`config.mk`:
```
export PLATFORM = sky130hd
export DESIGN_NAME = taxi_pcie_irq_coalesce
export DESIGN_NICKNAME = d
export VERILOG_FILES = /design/src/rtl/taxi_pcie_irq_pkg.sv /design/src/rtl/taxi_pcie_irq_coalesce_vec.sv /design/src/rtl/taxi_pcie_irq_coalesce.sv
export SDC_FILE = /design/constraint.sdc
export NUM_CORES = 2
export LEC_CHECK = 0
export ABC_AREA = 1
export BUFFER_PORTS_ARGS = -buffer_cell sky130_fd_sc_hd__buf_2
export CORE_ASPECT_RATIO = 0.75
export CORE_MARGIN = 2
export CORE_UTILIZATION = 25
export DETAILED_ROUTE_END_ITERATION = 10
export GPL_TIMING_DRIVEN = 0
export MAX_ROUTING_LAYER = met4
export PLACE_DENSITY_LB_ADDON = 0.05
export SETUP_SLACK_MARGIN = 0.2
export SLEW_MARGIN = 5
export SYNTH_ARGS = -nofsm -noshare
export SYNTH_HDL_FRONTEND = slang
export SYNTH_SLANG_ARGS = --single-unit
```
`constraint.sdc`:
```
create_clock -name clk -period 2.4 [get_ports clk]
set_input_delay 0.6 -clock clk [delete_from_list [all_inputs] [get_ports clk]]
set_output_delay 0.6 -clock clk [all_outputs]
set_load 0.005 [all_outputs]
```
`src/rtl/taxi_pcie_irq_pkg.sv`:
```
// Shared types for the PCIe interrupt coalescing scheduler.
package taxi_pcie_irq_pkg;

  typedef enum logic [0:0] {
    IDLE    = 1'b0,
    HOLDOFF = 1'b1
  } irq_coal_state_t;

endpackage

```
`src/rtl/taxi_pcie_irq_coalesce_vec.sv`:
```
// One interrupt vector: moderation FSM, holdoff timer, event counter and config registers.
module taxi_pcie_irq_coalesce_vec
  import taxi_pcie_irq_pkg::*;
#(
  parameter int TIMER_W         = 16,
  parameter int CNT_W           = 8,
  parameter int DEFAULT_HOLDOFF = 0
) (
  input  logic               clk,
  input  logic               rst,
  input  logic               tick,
  input  logic               evt,
  input  logic               cfg_wr,
  input  logic               cfg_wr_enable,
  input  logic [TIMER_W-1:0] cfg_wr_holdoff,
  input  logic [CNT_W-1:0]   cfg_wr_thresh,
  output logic               irq,
  output logic               pending
);

  irq_coal_state_t    state_q, state_d;
  logic [TIMER_W-1:0] timer_q, timer_d;
  logic [CNT_W-1:0]   count_q, count_d;
  logic               pending_q, pending_d;
  logic               irq_q, irq_d;
  logic               enable_q;
  logic [TIMER_W-1:0] holdoff_q;
  logic [CNT_W-1:0]   thresh_q;
  logic               gate;
  logic               fire;

  function automatic logic [CNT_W-1:0] sat_inc(input logic [CNT_W-1:0] v);
    return (v == '1) ? v : v + CNT_W'(1);
  endfunction

  // The gate keeps irq low for at least one cycle between pulses so the shim sees an edge.
  assign gate = ~irq_q;

  always_comb begin
    state_d   = state_q;
    timer_d   = (tick && timer_q != '0) ? timer_q - TIMER_W'(1) : timer_q;
    count_d   = count_q;
    pending_d = pending_q;
    fire      = 1'b0;

    case (state_q)
      IDLE: begin
        if (evt) begin
          if (gate) begin
            fire = 1'b1;
          end else begin
            pending_d = 1'b1;
            count_d   = CNT_W'(1);
            state_d   = HOLDOFF;
          end
        end
      end
      HOLDOFF: begin
        if (pending_q && gate &&
            (timer_q == '0 || (thresh_q != '0 && count_q >= thresh_q))) begin
          fire = 1'b1;
        end else if (evt) begin
          pending_d = 1'b1;
          count_d   = sat_inc(count_q);
        end else if (timer_q == '0 && !pending_q) begin
          state_d = IDLE;
        end
      end
      default: state_d = IDLE;
    endcase

    // An event coinciding with a holdoff fire opens the next batch.
    if (fire) begin
      state_d   = HOLDOFF;
      timer_d   = holdoff_q;
      pending_d = evt && (state_q == HOLDOFF);
      count_d   = (evt && (state_q == HOLDOFF)) ? CNT_W'(1) : '0;
    end

    if (!enable_q || (cfg_wr && !cfg_wr_enable)) begin
      state_d   = IDLE;
      timer_d   = '0;
      count_d   = '0;
      pending_d = 1'b0;
    end

    irq_d = fire && enable_q;
  end

  always_ff @(posedge clk) begin
    if (rst) begin
      state_q   <= IDLE;
      timer_q   <= '0;
      count_q   <= '0;
      pending_q <= 1'b0;
      irq_q     <= 1'b0;
      enable_q  <= 1'b1;
      holdoff_q <= TIMER_W'(DEFAULT_HOLDOFF);
      thresh_q  <= '0;
    end else begin
      state_q   <= state_d;
      timer_q   <= timer_d;
      count_q   <= count_d;
      pending_q <= pending_d;
      irq_q     <= irq_d;
      if (cfg_wr) begin
        enable_q  <= cfg_wr_enable;
        holdoff_q <= cfg_wr_holdoff;
        thresh_q  <= cfg_wr_thresh;
      end
    end
  end

  assign irq     = irq_q;
  assign pending = pending_q;

endmodule

```
`src/rtl/taxi_pcie_irq_coalesce.sv`:
```
// Per-vector MSI interrupt moderation: shared tick prescaler, config decode and IRQ_CNT vector engines.
module taxi_pcie_irq_coalesce
  import taxi_pcie_irq_pkg::*;
#(
  parameter int IRQ_CNT         = 32,
  parameter int TIMER_W         = 16,
  parameter int CNT_W           = 8,
  parameter int PRESCALE        = 250,
  parameter int DEFAULT_HOLDOFF = 0
) (
  input  logic                       clk,
  input  logic                       rst,
  input  logic [IRQ_CNT-1:0]         evt,
  input  logic                       cfg_wr_en,
  input  logic [$clog2(IRQ_CNT)-1:0] cfg_wr_index,
  input  logic                       cfg_wr_enable,
  input  logic [TIMER_W-1:0]         cfg_wr_holdoff,
  input  logic [CNT_W-1:0]           cfg_wr_thresh,
  output logic [IRQ_CNT-1:0]         irq_out,
  output logic [IRQ_CNT-1:0]         irq_pending
);

  localparam int PS_W  = (PRESCALE > 1) ? $clog2(PRESCALE) : 1;
  localparam int IDX_W = $clog2(IRQ_CNT);

  logic [PS_W-1:0] ps_cnt_q;
  logic            tick;

  // With PRESCALE=1 the counter sits at 0 and tick is permanently asserted.
  assign tick = (ps_cnt_q == PS_W'(PRESCALE - 1));

  always_ff @(posedge clk) begin
    if (rst || tick) begin
      ps_cnt_q <= '0;
    end else begin
      ps_cnt_q <= ps_cnt_q + PS_W'(1);
    end
  end

  for (genvar i = 0; i < IRQ_CNT; i++) begin : g_vec
    taxi_pcie_irq_coalesce_vec #(
      .TIMER_W         (TIMER_W),
      .CNT_W           (CNT_W),
      .DEFAULT_HOLDOFF (DEFAULT_HOLDOFF)
    ) u_vec (
      .clk            (clk),
      .rst            (rst),
      .tick           (tick),
      .evt            (evt[i]),
      .cfg_wr         (cfg_wr_en && (cfg_wr_index == IDX_W'(i))),
      .cfg_wr_enable  (cfg_wr_enable),
      .cfg_wr_holdoff (cfg_wr_holdoff),
      .cfg_wr_thresh  (cfg_wr_thresh),
      .irq            (irq_out[i]),
      .pending        (irq_pending[i])
    );
  end

endmodule
```
==> flow_summary.json <==
{
  "worstSkewPairLatency_ns": 0.91,
  "grt_max_degree": 14,
  "crit_path_start_kind": "input pin",
  "timing.critical_path.fanout_max": 10,
  "cts-root-buf": "clkbuf_16",
  "grt_ovf": 0,
  "crit_slowest_cell": "clkbuf_1",
  "ys_seq_elements": 1672,
  "rsz0062_at_grt": "yes",
  "syn_area_per_cell_um2": 6.49,
  "fin_ws_ns": 0.0689,
  "die_width_um": 698,
  "critPathKind": "input pin to register",
  "layout.nets": 15000,
  "vias": 89000,
  "critical_path.most_common_cell": "clkbuf_1",
  "total_leakage_power_nw": 49.7,
  "synth_async_sr_flop_share_pct": 0,
  "vias_per_cell": 4.52,
  "cts_tree": "done",
  "detailed_route_wire_length_mm": 398,
  "timing.final.max_slew_violations": 0,
  "finalInstanceArea_mm2": 0.114,
  "detailedPlacementHpwl_mm": 289,
  "cts_max_path_buffers": 4,
  "ys_dominant_reg_cell": "dfxtp_1",
  "outcome": "completed",
  "area_of_the_die_mm2": 0.367,
  "drc_errors": 0,
  "drt-wirelength-per-cell_um": 20.2,
  "antenna_left": 0,
  "global_route_wire_length_before_repair_mm": 578,
  "portion_of_the_post_synthesis_area_used_by_sequential_elements_pct": 37.0,
  "htreeDepth": 4,
  "period_minus_slack_ns": 2.33,
  "port_buffers": 126,
  "io_pins": 129,
  "placedInstanceArea_mm2": 0.0984,
  "groute.usage.overall_pct": 21.5,
  "critical_path.top_delay_family": "buffers and inverters",
  "initial_antenna_violation_count": 65,
  "synth_fp_nets": 14300,
  "synth-edff-count": 0,
  "cap_violations": 0,
  "dp_worst_setup_slack_ns": -2.78,
  "clkTransAtPathRegs_ns": 0.06,
  "final-setup-viol-count": 0,
  "drt_pass1_iterations": 6,
  "mostFrequentLayoutCell": "nor2_1",
  "clock.fmax_ghz": 0.429,
  "postSynthCellCount": 13900,
  "max_slew.worst_pin.slew_ns": 1.10,
  "numCtsBuffers": 205,
  "rows": 191,
  "synth.lib_cells_used.distinct": 47,
  "clock-sinks": 1672,
  "yosysWarnings": 0,
  "timing.critical_path.buf_inv": 4,
  "timing.critical_path.to_type": "register",
  "arrival_ns": 3.17,
  "start_util_pct": 25.1,
  "slew_headroom_pct": 26.7,
  "ir_worst_vdd_mv": 0.540,
  "critPathMaxStageDelay_ns": 0.82,
  "via_count_of_the_first_global_routing_pass": 83300,
  "layout-drive-gt1-share_pct": 14.2,
  "synthesis.area_mm2": 0.0904,
  "first_iter_violations": 6617,
  "gp_congestion": 0.837,
  "floorplan.die.height_um": 525,
  "core_area_mm2": 0.360,
  "critical_path.cell_chain": "buf_6, inv_4, clkbuf_1, clkbuf_1, o21ai_0, nor2_1",
  "class_of_the_worst_hold_path": "input pin to register",
  "mostFrequentLayoutCells": "3,338 x nor2_1, 2,310 x nand2_1, 1,509 x dfxtp_1, 1,404 x inv_1, 1,212 x o21ai_0",
  "syn_to_final_growth_pct": 25.7,
  "layout_worst_path_cycle_share_pct": 97.1,
  "worst_clock_skew_ns": 0.0272,
  "critical_path_required_ns": 3.24,
  "final_hold_viol_count": 0,
  "power_per_cell_area_mw_per_mm2": 690
}
[area by class of cell]
class,count,area (um^2)
diodes,30,75.1
plain buffers,616,4070
clock buffers,287,6020
clock inverters,82,973
fillers,40000,247000
inverters,1537,5840
multi-input cells,10100,51600
flip-flops and latches,1672,33700
well taps,4825,6040
repair buffers,514,5290
[stage by stage]
step	TNS (ns)	hold slack (ns)	instances	total power [mW]	util, %
2_1_floorplan	0	0.424	13900	37.6	-
3_3_place_gp	-3774.37	0.438	18900	42.4	26.9
3_5_place_dp	-2362.37	0.440	18900	42.4	27.3
4_1_cts	0	0.00129	19500	78.1	30.5
5_1_grt	0	0.0730	19700	82.2	31.5
6_report	0	0.0911	19700	78.4	31.5
[registers in the layout (all words and copies together) (netlist names)]
name                   count
g_vec.u_vec.irq           32
g_vec.u_vec.holdoff_q    512
g_vec.u_vec.timer_q      512
g_vec.u_vec.enable_q      32
ps_cnt_q                   8
g_vec.u_vec.pending       32
g_vec.u_vec.thresh_q     256
g_vec.u_vec.count_q      256
g_vec.u_vec.state_q       32
[worst paths after layout]
check,from,end,slack (ns),depth (start not counted)
worst max register to register,ps_cnt_q[6]$_SDFF_PP0_,g_vec[21].u_vec.timer_q[6]$_SDFFE_PP0P_,0.16,13
worst min register to register,g_vec[22].u_vec.holdoff_q[3]$_SDFFE_PP0P_,g_vec[22].u_vec.holdoff_q[3]$_SDFFE_PP0P_,0.45,2
worst max-delay path,rst,g_vec[10].u_vec.holdoff_q[14]$_SDFFE_PP0P_,0.07,6
worst min-delay path,cfg_wr_holdoff[15],g_vec[27].u_vec.holdoff_q[15]$_SDFFE_PP0P_,0.09,3
[power breakdown]
part	total, mW	internal (mW)	switching, mW
clock network	33.5	19.6	13.9
logic	15.3	5.62	9.71
registers	29.6	28.7	0.983
[cell usage after synthesis, types with 8 or more instances]
| cell | n | share of area, % |
|---|---|---|
| nor3_2 | 12 | 0.13 |
| nor3b_1 | 20 | 0.17 |
| xor2_1 | 386 | 3.7 |
| inv_1 | 1498 | 6.2 |
| clkbuf_1 | 397 | 1.6 |
| nand3_2 | 13 | 0.14 |
| a31oi_1 | 29 | 0.20 |
| a21oi_1 | 707 | 3.9 |
| nor2_1 | 3398 | 14 |
| buf_2 | 122 | 0.68 |
| buf_1 | 9 | 0.037 |
| or2_2 | 57 | 0.39 |
| nand3b_1 | 32 | 0.27 |
| ha_1 | 322 | 4.5 |
| o211ai_1 | 18 | 0.15 |
| o31ai_1 | 21 | 0.17 |
| nand4_1 | 151 | 1.0 |
| nand2_2 | 48 | 0.33 |
| o21bai_1 | 9 | 0.075 |
| xnor2_1 | 49 | 0.47 |
| nand2_1 | 2495 | 10 |
| clkinv_1 | 8 | 0.033 |
| inv_2 | 31 | 0.13 |
| nor4_1 | 67 | 0.46 |
| dfxtp_1 | 1672 | 37 |
| buf_4 | 85 | 0.71 |
| nor2_2 | 29 | 0.20 |
| nor3_1 | 168 | 0.93 |
| o21a_1 | 32 | 0.27 |
| o21ai_0 | 1288 | 7.1 |
| o21ai_1 | 45 | 0.25 |
| nand3_1 | 683 | 3.8 |
[layer usage]
metal / vias to the layer above / wire, um / track usage (%)
met2: 1607 / 166000 / 31.3
met4: 0 / 7820 / 4.17
met5: - / 0 / -
met3: 370 / 15800 / 2.02
met1: 41200 / 209000 / 32.0
li1: 45800 / - / -
[worst min-delay path: stages]
cell and delay (ns):
buf_2 0.18, nor2_1 0.12, nor2_1 0.05
[repair_timing]
item                                    in CTS  in global routing
pin swaps                                   92                185
endpoints found under the setup margin    1711                964
hold buffers                                26                  0
gates resized for setup                    795                746
gates cloned                                 7                 31
buffers inserted                           181                 94
hold endpoints to repair                    26                  0
[cell families (layout without fill, tap and decap cells)]
| group | Yosys count | in the layout | synth area share [%] |
|---|---|---|---|
| adder cells (fa/ha/maj) | 322 | 322 | 4.46 |
| AO/OA/AOI/OAI | 2162 | 2162 | 12.3 |
| AND/OR/NAND/NOR | 7192 | 7196 | 32.5 |
| flip-flops | 1672 | 1672 | 37.0 |
| buffers and inverters | 2154 | 3036 | 9.49 |
| other | 0 | 30 | 0 |
| XOR/XNOR | 435 | 435 | 4.21 |
Power figures use the tool's default switching activity.
